### src/rtl/rr_priority_arbiter_pkg.sv
// Shared types and helpers for the round-robin / fixed-priority arbiter.
// Holds the mode and state encodings plus the modular decrement used for the rotation pointer.
package arb_pkg;

    typedef enum logic {
        ARB_FIXED = 1'b0,
        ARB_RR    = 1'b1
    } arb_mode_e;

    typedef enum logic {
        ARB_IDLE,
        ARB_GRANT
    } arb_state_e;

    // (k-1) mod n, never landing on codes >= n when n is not a power of two
    function automatic int dec_mod(input int k, input int n);
        dec_mod = (k == 0) ? (n - 1) : (k - 1);
    endfunction

endpackage

### src/rtl/prio_pick.sv
// Combinational MSB-first priority picker: reports the highest set bit of req.
// This is the N-wide generalisation of the original 8-bit priority encoder.
module prio_pick #(
    parameter  int N  = 8,
    localparam int IW = $clog2(N)
) (
    input  logic [N-1:0]  req,
    output logic [IW-1:0] idx,
    output logic          hit
);

    // Ascending scan so the last (highest) set bit overwrites lower ones
    always_comb begin
        idx = '0;
        hit = 1'b0;
        for (int i = 0; i < N; i++) begin
            if (req[i]) begin
                idx = IW'(i);
                hit = 1'b1;
            end
        end
    end

endmodule

### src/rtl/rr_priority_arbiter.sv
// N-way arbiter with selectable fixed / round-robin priority and a registered,
// sticky grant held until the shared resource acknowledges it.
module rr_priority_arbiter
    import arb_pkg::*;
#(
    parameter  int N  = 8,
    localparam int IW = $clog2(N)
) (
    input  logic          clk,
    input  logic          rst_n,
    input  logic          mode,
    input  logic [N-1:0]  req,
    input  logic          gnt_ack,
    output logic          gnt_valid,
    output logic [IW-1:0] gnt_idx,
    output logic [N-1:0]  gnt_onehot,
    output logic          any_req
);

    arb_state_e    state;
    logic [IW-1:0] ptr;
    logic [IW-1:0] start;
    logic          accept;
    logic [N-1:0]  mask;
    logic [N-1:0]  masked_req;
    logic [IW-1:0] masked_idx;
    logic          masked_hit;
    logic [IW-1:0] full_idx;
    logic          full_hit;
    logic [IW-1:0] win_idx;

    function automatic logic [N-1:0] to_onehot(input logic [IW-1:0] k);
        to_onehot = '0;
        for (int i = 0; i < N; i++) begin
            to_onehot[i] = (int'(k) == i);
        end
    endfunction

    assign any_req = |req;
    assign accept  = (state == ARB_GRANT) && gnt_ack;

    // An accepted grant re-arbitrates in the same cycle, so search from the
    // pointer value it is about to write rather than the stale register.
    assign start = accept ? IW'(dec_mod(int'(gnt_idx), N)) : ptr;

    always_comb begin
        mask = '0;
        for (int i = 0; i < N; i++) begin
            mask[i] = (i <= int'(start));
        end
    end

    assign masked_req = req & mask;

    prio_pick #(.N(N)) u_pick_masked (
        .req (masked_req),
        .idx (masked_idx),
        .hit (masked_hit)
    );

    prio_pick #(.N(N)) u_pick_full (
        .req (req),
        .idx (full_idx),
        .hit (full_hit)
    );

    // Masked search covers start..0; the unmasked pick supplies the wrap-around part
    assign win_idx = ((arb_mode_e'(mode) == ARB_RR) && masked_hit) ? masked_idx : full_idx;

    always_ff @(posedge clk or negedge rst_n) begin
        if (!rst_n) begin
            state      <= ARB_IDLE;
            gnt_valid  <= 1'b0;
            gnt_idx    <= '0;
            gnt_onehot <= '0;
            ptr        <= IW'(N - 1);
        end else begin
            case (state)
                ARB_IDLE: begin
                    if (full_hit) begin
                        state      <= ARB_GRANT;
                        gnt_valid  <= 1'b1;
                        gnt_idx    <= win_idx;
                        gnt_onehot <= to_onehot(win_idx);
                    end
                end
                ARB_GRANT: begin
                    if (gnt_ack) begin
                        ptr <= start;
                        if (full_hit) begin
                            gnt_idx    <= win_idx;
                            gnt_onehot <= to_onehot(win_idx);
                        end else begin
                            state      <= ARB_IDLE;
                            gnt_valid  <= 1'b0;
                            gnt_onehot <= '0;
                        end
                    end
                end
                default: begin
                    state      <= ARB_IDLE;
                    gnt_valid  <= 1'b0;
                    gnt_onehot <= '0;
                end
            endcase
        end
    end

endmodule
### config.mk
export PLATFORM = sky130hd
export DESIGN_NAME = rr_priority_arbiter
export DESIGN_NICKNAME = d
export VERILOG_FILES = /design/src/rtl/rr_priority_arbiter_pkg.sv /design/src/rtl/prio_pick.sv /design/src/rtl/rr_priority_arbiter.sv
export SDC_FILE = /design/constraint.sdc
export NUM_CORES = 1
export LEC_CHECK = 0
export CAP_MARGIN = 20
export CORE_UTILIZATION = 53
export CTS_CLUSTER_SIZE = 24
export DETAILED_ROUTE_END_ITERATION = 8
export PLACE_DENSITY = 0.81
export SETUP_SLACK_MARGIN = 0.4
export SYNTH_ARGS = -nofsm -noshare
export SYNTH_HDL_FRONTEND = slang
export SYNTH_SLANG_ARGS = --single-unit
### constraint.sdc
create_clock -name clk -period 6.5 [get_ports clk]
set_input_delay 1.3 -clock clk [delete_from_list [all_inputs] [get_ports clk]]
set_output_delay 1.3 -clock clk [all_outputs]
set_load 0.1 [all_outputs]
=== Word-level counts from Yosys, hierarchy flattened ===
Cells that the tools add are included.
Widths: inputs -> output; s select.

* Register bits after elaboration: 16
* Logic and storage cells: 80
* Output and inout port bits: 13
* Bits of input ports: 12

* Reductions and logical operators: 8
* Equal/unequal tests: 10
* Bitwise operators: 2
* Mux-type cells: 47
* Order comparisons: 7
* Add/subtract/negate cells: 1

{| class="wikitable"
|+ Operator list
! kind !! count
|-
| $mux 3 || 13
|-
| $mux 8 || 3
|-
| $mux 1 || 23
|-
| $pmux 8 s2 || 1
|-
| $eq 3x3->1 const B || 4
|-
| $le 3x3->1 const A || 4
|-
| $and 8x8->8 || 1
|-
| $mux 2 || 4
|-
| $reduce_or 8->1 || 1
|-
| $eq 3x2->1 const B || 2
|-
| $le 2x3->1 const A || 2
|-
| $logic_not 3->1 || 2
|-
| $ne 2x2->1 const B || 3
|-
| $pmux 3 s2 || 1
|-
| $pmux 1 s2 || 2
|-
| $reduce_and 2->1 || 2
|-
| $eq 3x1->1 const B || 1
|-
| $le 1x3->1 const A || 1
|-
| $reduce_and 3->1 || 1
|-
| $sub 3x1->3 const B || 1
|-
| $logic_and 1x1->1 || 2
|-
| $not 1->1 || 1
|}

=== Depth between registers and ports, before layout ===
Gate-level depths: netlist of run 1.

* Depth in word-level cells: 19
* Depth in mapped cells: 11
* Mapped depth without buffers: 10

=== By module ===
From an unflattened synthesis of run 1, not the netlist that was laid out.

* Cell total of the unflattened synthesis: 134
* Area total of the unflattened synthesis: 1142.3 µm²

{| class="wikitable"
|+ Modules (own cells, without submodules)
! module !! sequential area each (µm²) !! cells each !! area each (µm²) !! times used
|-
| rr_priority_arbiter || 404.1 || 110 || 1027.2 || 1
|-
| prio_pick || 0.0 || 12 || 57.6 || 2
|}

=== Worst setup path before layout of run 1 ===
OpenSTA, ideal clock, no wires.

* Path type: input -> output
* From: input req[6]
* To: output any_req
* Cell stages on the path: 3
* Slack: 2.537 ns
* Data required time: 5.200 ns
* Arrival: 2.663 ns
* Buffers on the path: 1
* Path through: or4_1 -> or3_1 -> clkbuf_1

* Longest elaborated chain between the ends: 1

{| class="wikitable"
|+ Ends and longest elaborated chain
! what !! RTL line !! source
|-
| from (decl) || rr_priority_arbiter.sv:12 || <nowiki>input logic [N-1:0] req,</nowiki>
|-
| $reduce_or 8->1 || rr_priority_arbiter.sv:39 || <nowiki>assign any_req = |req;</nowiki>
|-
| to (decl) || rr_priority_arbiter.sv:17 || <nowiki>output logic any_req</nowiki>
|}

No other way between the ends.

=== Final worst setup path of run 1 ===
* From: input req[5]
* To: output any_req

The elaborated chain is that of the path after synthesis.

==> flow_metrics.env, run 1 <==
export IMPL_instances_no_fill=165
export IMPL_worstSetupEndpointType="output port"
export IMPL_track_usage=0.251
export IMPL_timing_fmax_mhz=196
export IMPL_r2r_cells=10
export IMPL_cp_required_ps=5200
export IMPL_rows=16
export IMPL_setup_ws_ps=1390
export IMPL_synth_top_cell_by_area="dfrtp_1"
export IMPL_post_cts_buffers=0
export IMPL_first_iter_violations=26
export IMPL_syn2layout_area_growth_pct=24.5
export IMPL_core_area_sq_um=1940
export IMPL_viasPerCell=6.02
export IMPL_clock_skew_ps=7.48
export IMPL_drc_errors=0
export IMPL_initial_core_util=0.562
export IMPL_drv_slew=0
export IMPL_crit_cells=4
export IMPL_wl_per_cell_um=15.2
export IMPL_yosysWarnings=0
export IMPL_run_status="finished, final reports clean"
export IMPL_die_h_um=47.4
export IMPL_dp_cells=161
export IMPL_hold_viol=0
export IMPL_grt_ovfl_total=0
export IMPL_setup_tns_ps=0
export IMPL_vias=994
export IMPL_synth_main_ff_cell="dfrtp_1"
export IMPL_hold_path_class="register to register"
export IMPL_finalNetCount=153
export IMPL_cts_hold_buffers=0
export IMPL_antenna_cells=0
export IMPL_worst_path_max_fanout=6
export IMPL_ys_seq_area_frac=0.370
export IMPL_grt_pass1_wl_mm=3.85
export IMPL_numCtsBuffers=3
export IMPL_r2r_slack_ps=3590
export IMPL_fillCellCount=179
export IMPL_cts_tree="yes"
export IMPL_criticalPathCategory="input pin to output port"
export IMPL_dieArea_sq_um=2240
export IMPL_syn_nets=129
export IMPL_crit_buf_inv=2
export IMPL_power_frac_comb=0.580
export IMPL_dp_slack_ps=1420
export IMPL_drt_total_wl_mm=2.51
export IMPL_synth_edf_count=0
export IMPL_boundaryPins=25
export IMPL_p_int_mw=0.245
export IMPL_cts_buffer_depth=2
export IMPL_crit_top_cell="clkdlybuf4s50_1"
export IMPL_power_leakage_nw=0.563
export IMPL_relSlewSlack=0.349
export IMPL_root_buffer="clkbuf_4"
export IMPL_cp_top_family="buffers and inverters"
export IMPL_synth_area_leaders="dfrtp_1 (30%), dfstp_2 (7.2%), nand2_1 (4.1%)"
export IMPL_hold_end="gnt_onehot[3]"
export IMPL_grt_max_degree=17
export IMPL_cts_resized=0
export IMPL_drive_above_1_share=0.145
export IMPL_finalSetupViolCount=0
export IMPL_clock_sinks=16
export IMPL_ir_worst_vdd_mv=0.354
export IMPL_worst_r2r_startpoint="gnt_idx[0]"
export IMPL_crit_chain="clkdlybuf4s50_1 > or4_1 > or3_1 > clkdlybuf4s50_1"
export IMPL_first_global_vias=812
export IMPL_avgSynthCellArea_sq_um=9.49
export IMPL_startpoint_type="input pin"
export IMPL_die_w_um=47.4
export IMPL_post_dp_hpwl_mm=1.94
export IMPL_syn_inst=115
export IMPL_worst_path_max_delay_cell="clkdlybuf4s50_1"
export IMPL_p_sw_frac=0.505
export IMPL_arrival_ps=3810
export IMPL_timing_rr_end="gnt_onehot[6]"
export IMPL_fin_crit_sh=0.785
export IMPL_clk_latency_ps=290
export IMPL_power_per_cell_area_nw_per_um2=365
export IMPL_antenna_left=0
export IMPL_fin_crit_ps=5110
export IMPL_hp_start="gnt_onehot[3]"
export IMPL_synth_cell_types=46
export IMPL_yosys_area_top_type_share=0.298
export IMPL_maxCapViolations=0
export IMPL_gp_congestion=0.859
export IMPL_p_sw_mw=0.250
export IMPL_hold_depth=2
export IMPL_clkTransAtPathRegs_ps=100
export IMPL_io_buffers=24
export IMPL_clkPwrFrac=0.135
export IMPL_mostFrequentLayoutCell="clkdlybuf4s50_1"
export IMPL_rsz0062_at_grt="false"
export IMPL_layout_common_cells="clkdlybuf4s50_1 (24), dfrtp_1 (13), nand2_1 (12), nor2_1 (9), a21oi_1 (7)"
export IMPL_critPathMaxStageDelay_ps=1000
export IMPL_tightest_slew_ps=973
export IMPL_netlist_area_sq_um=1090
export IMPL_ctsHtreeMaxLevel=1
export IMPL_ys_ff_latch=16
export IMPL_dr_pass1_iters=4
export IMPL_async_flop_share=1.00
export IMPL_antenna_found_initial=0
export IMPL_sequentialPowerShare=0.285
-- power by group through the flow --
stage,clock network [mW],registers [mW],logic (mW)
CTS,0.0676,0.142,0.287
global route,0.0728,0.145,0.305
global placement,0,0.141,0.282
detailed placement,0,0.144,0.287
finish,0.0668,0.141,0.288
floorplan,0,0.250,0.116
-- metal layers --
metal  routed length, um  global-route usage  vias up
met5                   0                   0        -
met4                  39              0.0857        0
met1                1170               0.375      472
li1                    -                   -      484
met3                 103              0.0462        6
met2                1200               0.362       32
-- synthesized netlist by cell type, types with 2 or more instances --
| cell type | n |
|---|---|
| dfrtp_1 | 13 |
| nand2_1 | 12 |
| nor2_1 | 9 |
| a21oi_1 | 7 |
| inv_1 | 6 |
| o21ai_0 | 6 |
| o211a_1 | 4 |
| buf_6 | 3 |
| dfstp_2 | 3 |
| nand2b_1 | 3 |
| nor3_1 | 3 |
| a21boi_0 | 2 |
| a21o_2 | 2 |
| a22o_1 | 2 |
| a32o_1 | 2 |
| ha_1 | 2 |
| nor3b_1 | 2 |
| o21ai_1 | 2 |
| o21ai_2 | 2 |
| o21bai_1 | 2 |
| o31ai_1 | 2 |
| or3_1 | 2 |
-- area by class of cell --
class                   count  area, sq um  area share
multi-input cells          88          622       0.458
inverters                   6         22.5      0.0166
repair buffers             24          240       0.177
clock buffers               4         36.3      0.0267
well taps                  27         33.8      0.0249
flip-flops and latches     16          404       0.297
-- flip-flops by register name (all words and copies together) (netlist names) --
signal	cells
gnt_valid	1
ptr	3
state	1
gnt_idx	3
gnt_onehot	8
-- per-stage QoR --
stage	area (sq um)	total power, mW	hold WS [ps]	utilization
after global routing	1360	0.522	542	0.700
after floorplan	1090	0.366	561	-
after detailed placement	1320	0.430	479	0.681
final	1360	0.495	500	0.700
after CTS	1360	0.496	501	0.700
after global placement	1320	0.423	467	0.681
-- worst max path at each step --
stage	slack [ps]	to	startpoint
after global routing	1350	any_req	req[6]
after floorplan	2540	any_req	req[6]
final	1390	any_req	req[5]
after CTS	1410	any_req	req[5]
after global placement	1450	any_req	req[5]
after detailed placement	1420	any_req	req[5]
-- cell families after synthesis --
logic type               after synthesis  share of synthesized area
AO/OA/AOI/OAI                         46                      0.331
adder cells (fa/ha/maj)                2                     0.0229
buffers and inverters                 11                     0.0596
AND/OR/NAND/NOR                       39                      0.195
flip-flops                            16                      0.370
multiplexers                           1                     0.0206
-- tightest hold or removal path: stages (launching register included) --
cell     delay [ps]
dfrtp_1         360
nand2_1          50
o21ai_1          60
No activity file was read; power rests on OpenSTA's default activity.
==> run 2: changes to the inputs <==
- CORE_UTILIZATION: 53 -> 49
- PLACE_DENSITY: 0.81 -> 0.75
- clock period: 6.5 -> 5 ns (I/O delays scaled with it)
==> run 2 against run 1 <==
Against the previous run:
- worst setup slack got worse by 160 ps
- critical path type unchanged
- highest routed layer is now met3
- hold slack got worse by 8.1 ps
- cell count unchanged
==> flow_metrics.env, run 2 (synthesis gave the netlist of run 1 again) <==
export IMPL_setup_tns_ps=0
export IMPL_fin_crit_ps=3770
export IMPL_cts_tree="yes"
export IMPL_sequentialPowerShare=0.284
export IMPL_tightest_slew_ps=979
export IMPL_antenna_cells=0
export IMPL_largest_register_ffs=8
export IMPL_mostFrequentLayoutCell="clkdlybuf4s50_1"
export IMPL_largest_register="gnt_onehot"
export IMPL_grt_pass1_wl_mm=4.11
export IMPL_initial_core_util=0.540
export IMPL_drc_errors=0
export IMPL_clock_skew_ps=7.62
export IMPL_worstSetupEndpointType="output port"
export IMPL_gp_congestion=0.898
export IMPL_grt_max_degree=17
export IMPL_maxCapViolations=0
export IMPL_finalSetupViolCount=0
export IMPL_clock_sinks=16
export IMPL_post_cts_buffers=0
export IMPL_run_status="finished, final reports clean"
export IMPL_p_sw_frac=0.502
export IMPL_startpoint_type="input pin"
export IMPL_boundaryPins=25
export IMPL_die_h_um=49.2
export IMPL_rows=16
export IMPL_setup_ws_ps=1230
export IMPL_viasPerCell=5.78
export IMPL_p_sw_mw=0.321
export IMPL_timing_fmax_mhz=265
export IMPL_criticalPathCategory="input pin to output port"
export IMPL_reg_largest_list="gnt_onehot (8), gnt_idx (3), ptr (3)"
export IMPL_finalNetCount=153
export IMPL_drv_slew=0
export IMPL_wl_per_cell_um=14.6
export IMPL_antenna_found_initial=0
export IMPL_drt_total_wl_mm=2.41
export IMPL_dp_slack_ps=1240
export IMPL_dieArea_sq_um=2420
export IMPL_rsz0062_at_grt="false"
export IMPL_ir_worst_vdd_mv=0.333
export IMPL_post_dp_hpwl_mm=1.89
export IMPL_cts_buffer_depth=2
export IMPL_arrival_ps=2770
export IMPL_ctsHtreeMaxLevel=1
export IMPL_fin_crit_sh=0.754
export IMPL_clkPwrFrac=0.137
export IMPL_power_leakage_nw=0.563
export IMPL_hold_path_class="register to register"
export IMPL_power_per_cell_area_nw_per_um2=472
export IMPL_drive_above_1_share=0.152
export IMPL_cts_resized=0
export IMPL_fillCellCount=177
export IMPL_numCtsBuffers=3
export IMPL_syn2layout_area_growth_pct=24.3
export IMPL_dr_pass1_iters=4
export IMPL_power_frac_comb=0.579
export IMPL_first_iter_violations=25
export IMPL_worst_path_max_fanout=6
export IMPL_timing_hold_ws_ps=492
export IMPL_layout_common_cells="clkdlybuf4s50_1 (23), dfrtp_1 (13), nand2_1 (12), nor2_1 (9), a21oi_1 (7)"
export IMPL_cp_required_ps=4000
export IMPL_first_global_vias=913
export IMPL_grt_ovfl_total=0
export IMPL_clkTransAtPathRegs_ps=100
export IMPL_cts_hold_buffers=0
export IMPL_vias=954
export IMPL_clk_latency_ps=290
export IMPL_antenna_left=0
export IMPL_p_int_mw=0.319
export IMPL_core_area_sq_um=2020
export IMPL_track_usage=0.217
export IMPL_r2r_slack_ps=2120
export IMPL_relSlewSlack=0.345
export IMPL_hold_viol=0
export IMPL_root_buffer="clkbuf_4"
export IMPL_die_w_um=49.2
export IMPL_io_buffers=24
==> run 2: cell types whose count changed in the layout (fill, tap and decap cells not counted), sizes merged <==
cell	before	now
buf	0	1
clkdlybuf4s50	24	23
==> run 2: worst paths after layout <==
| kind | to | cells past startpoint | start |
|---|---|---|---|
| max | any_req | 4 | req[6] |
| min | gnt_onehot[1] | 2 | gnt_onehot[1] |
| max reg2reg | gnt_idx[0] | 10 | gnt_idx[0] |
| min reg2reg | gnt_onehot[1] | 2 | gnt_onehot[1] |
| max in group asynchronous | gnt_onehot[0] | 1 | rst_n |
| min in group asynchronous | gnt_onehot[5] | 1 | rst_n |
==> run 2: cell type report <==
cell class	count	area, sq um	share of cell area
well taps	27	33.8	0.0249
repair buffers	24	238	0.175
multi-input cells	88	622	0.458
inverters	6	22.5	0.0166
flip-flops and latches	16	404	0.298
clock buffers	4	36.3	0.0268
==> run 2: layer usage <==
metal  wire length (um)  vias up  global-route usage
li1                   -      482                   -
met1               1120      457               0.289
met2               1240       15               0.379
met3                 61        0              0.0405
met4                  0        0              0.0147
met5                  0        -                   0
==> run 2: power by group through the flow <==
| stage | Clock (mW) | Sequential, mW | Combinational [mW] |
|---|---|---|---|
| after floorplan | 0 | 0.324 | 0.151 |
| after global placement | 0 | 0.185 | 0.369 |
| after detailed placement | 0 | 0.185 | 0.371 |
| after CTS | 0.0897 | 0.182 | 0.373 |
| after global routing | 0.0980 | 0.186 | 0.393 |
| final | 0.0876 | 0.182 | 0.371 |
==> run 2: metrics by stage <==
step | cell area, sq um | util | total power [mW] | cells
2_1_floorplan | 1090 | - | 0.475 | 115
4_1_cts | 1360 | 0.671 | 0.645 | 165
3_5_place_dp | 1320 | 0.653 | 0.556 | 161
3_3_place_gp | 1320 | 0.653 | 0.553 | 161
5_1_grt | 1360 | 0.671 | 0.677 | 165
6_report | 1360 | 0.671 | 0.640 | 165
==> run 2: worst max-delay path: stages <==
cell and delay (ps):
clkdlybuf4s50_1 490, or4_1 580, or3_1 420, buf_4 270
==> run 3: changes to the inputs <==
- clock period: 5 -> 3.8 ns (I/O delays scaled with it)
==> run 3 against run 2 <==
Against the previous run:
- largest cell class unchanged
- global-route usage about the same
- clock-buffer cell count unchanged
- cell area increased by 1.5%
- clock power increased by 32%
- critical path type unchanged
- register-to-register slack got worse by 970 ps
- largest power group unchanged
- sequential power increased by 32%
- highest routed layer is now met4
- clock skew increased by 6.5 ps
==> flow_metrics.env, run 3 (synthesis gave the netlist of run 1 again) <==
export IMPL_drt_total_wl_mm=2.46
export IMPL_ir_worst_vdd_mv=0.438
export IMPL_hold_path_class="register to register"
export IMPL_instances_no_fill=166
export IMPL_crit_cells=4
export IMPL_viasPerCell=5.89
export IMPL_die_w_um=49.2
export IMPL_r2r_cells=11
export IMPL_antenna_left=0
export IMPL_vias=978
export IMPL_drive_above_1_share=0.158
export IMPL_criticalPathCategory="input pin to output port"
export IMPL_clkTransAtPathRegs_ps=90
export IMPL_timing_rr_end="gnt_onehot[7]"
export IMPL_tightest_slew_ps=975
export IMPL_dr_pass1_iters=4
export IMPL_run_status="finished, final reports clean"
export IMPL_post_cts_buffers=0
export IMPL_cp_top_family="simple AND/OR/NAND/NOR gates"
export IMPL_crit_buf_inv=2
export IMPL_clock_skew_ps=14.2
export IMPL_crit_chain="clkdlybuf4s50_1 > or4_1 > or3_1 > buf_12"
export IMPL_first_iter_violations=18
export IMPL_core_area_sq_um=2020
export IMPL_grt_max_degree=17
export IMPL_power_leakage_nw=0.574
export IMPL_worst_path_max_fanout=6
export IMPL_clk_latency_ps=300
export IMPL_rsz0062_at_grt="false"
export IMPL_drc_errors=0
export IMPL_antenna_cells=0
export IMPL_maxCapViolations=0
export IMPL_grt_pass1_wl_mm=4.03
export IMPL_cp_required_ps=3040
export IMPL_io_buffers=24
export IMPL_first_global_vias=908
export IMPL_reg_largest_list="gnt_onehot (8), gnt_idx (3), ptr (3)"
export IMPL_hold_end="gnt_onehot[7]"
export IMPL_fin_crit_ps=3280
export IMPL_setup_ws_ps=521
export IMPL_rows=16
export IMPL_dp_slack_ps=511
export IMPL_numCtsBuffers=3
export IMPL_clock_sinks=16
export IMPL_layout_common_cells="clkdlybuf4s50_1 (23), dfrtp_1 (13), nand2_1 (12), nor2_1 (9), a21oi_1 (7)"
export IMPL_worst_r2r_startpoint="gnt_idx[0]"
export IMPL_post_dp_hpwl_mm=1.92
export IMPL_arrival_ps=2520
export IMPL_hp_start="gnt_onehot[7]"
export IMPL_worstSetupEndpointType="output port"
export IMPL_fin_total_pwr_mw=0.852
export IMPL_timing_fmax_mhz=305
export IMPL_hold_depth=2
export IMPL_dp_cells=162
export IMPL_setup_tns_ps=0
export IMPL_syn2layout_area_growth_pct=26.1
export IMPL_initial_core_util=0.540
export IMPL_mostFrequentLayoutCell="clkdlybuf4s50_1"
export IMPL_critPathMaxStageDelay_ps=580
export IMPL_cts_hold_buffers=0
export IMPL_boundaryPins=25
export IMPL_cts_resized=0
export IMPL_track_usage=0.217
export IMPL_startpoint_type="input pin"
export IMPL_antenna_found_initial=0
export IMPL_root_buffer="clkbuf_4"
export IMPL_drv_slew=0
export IMPL_cts_buffer_depth=2
export IMPL_finalNetCount=154
export IMPL_hold_viol=0
export IMPL_largest_register="gnt_onehot"
export IMPL_largest_register_ffs=8
export IMPL_cts_tree="yes"
export IMPL_worst_path_max_delay_cell="or4_1"
export IMPL_wl_per_cell_um=14.8
export IMPL_ctsHtreeMaxLevel=1
export IMPL_fin_crit_sh=0.863
export IMPL_timing_hold_ws_ps=488
export IMPL_power_per_cell_area_nw_per_um2=619
export IMPL_relSlewSlack=0.348
export IMPL_gp_congestion=0.899
export IMPL_r2r_slack_ps=1150
export IMPL_grt_ovfl_total=0
export IMPL_die_h_um=49.2
export IMPL_dieArea_sq_um=2420
export IMPL_finalSetupViolCount=0
[run 3: cell types whose count changed in the layout (fill, tap and decap cells not counted)]
cell	change
buf_12	+1
[run 3: layout make-up]
class / count / area [sq um]
inverters: 6 / 22.5
clock buffers: 4 / 36.3
repair buffers: 25 / 258
multi-input cells: 88 / 622
fillers: 180 / 646
flip-flops and latches: 16 / 404
well taps: 27 / 33.8
[run 3: metrics by stage]
step | utilization | instance area [sq um]
after floorplan | - | 1090
after global placement | 0.663 | 1340
after detailed placement | 0.663 | 1340
after CTS | 0.681 | 1380
after global routing | 0.681 | 1380
final | 0.681 | 1380
[run 3: worst max-delay path by stage]
stage                    start            end
floorplan           gnt_idx[0]  gnt_onehot[4]
detailed placement      req[5]        any_req
CTS                     req[5]        any_req
global route            req[5]        any_req
finish                  req[6]        any_req
global placement        req[6]        any_req
[run 3: worst register-to-register path: stages (launching register included)]
cell      delay (ps)
dfrtp_1          420
inv_1             60
ha_1             190
ha_1             300
and3_2           210
nor2_1            40
buf_4            180
or4b_1           470
o221ai_1         100
a32o_2           190
mux2i_4          110
o31ai_1          270
[run 3: layer usage]
metal  wire length, um  global-route usage  vias to the layer above  part of all wire
met5                 0                   0                        -                 0
met4                19              0.0686                        0            0.0077
met3                68              0.0405                        5             0.028
met2              1230               0.368                       14              0.50
met1              1140               0.277                      473              0.46
li1                  -                   -                      486                 -
[run 3: power breakdown]
| part | switching (mW) | internal [mW] | total (mW) |
|---|---|---|---|
| clock network | 0.0579 | 0.0584 | 0.116 |
| registers | 0.0251 | 0.215 | 0.240 |
| logic | 0.344 | 0.152 | 0.496 |
| total | 0.427 | 0.425 | 0.852 |
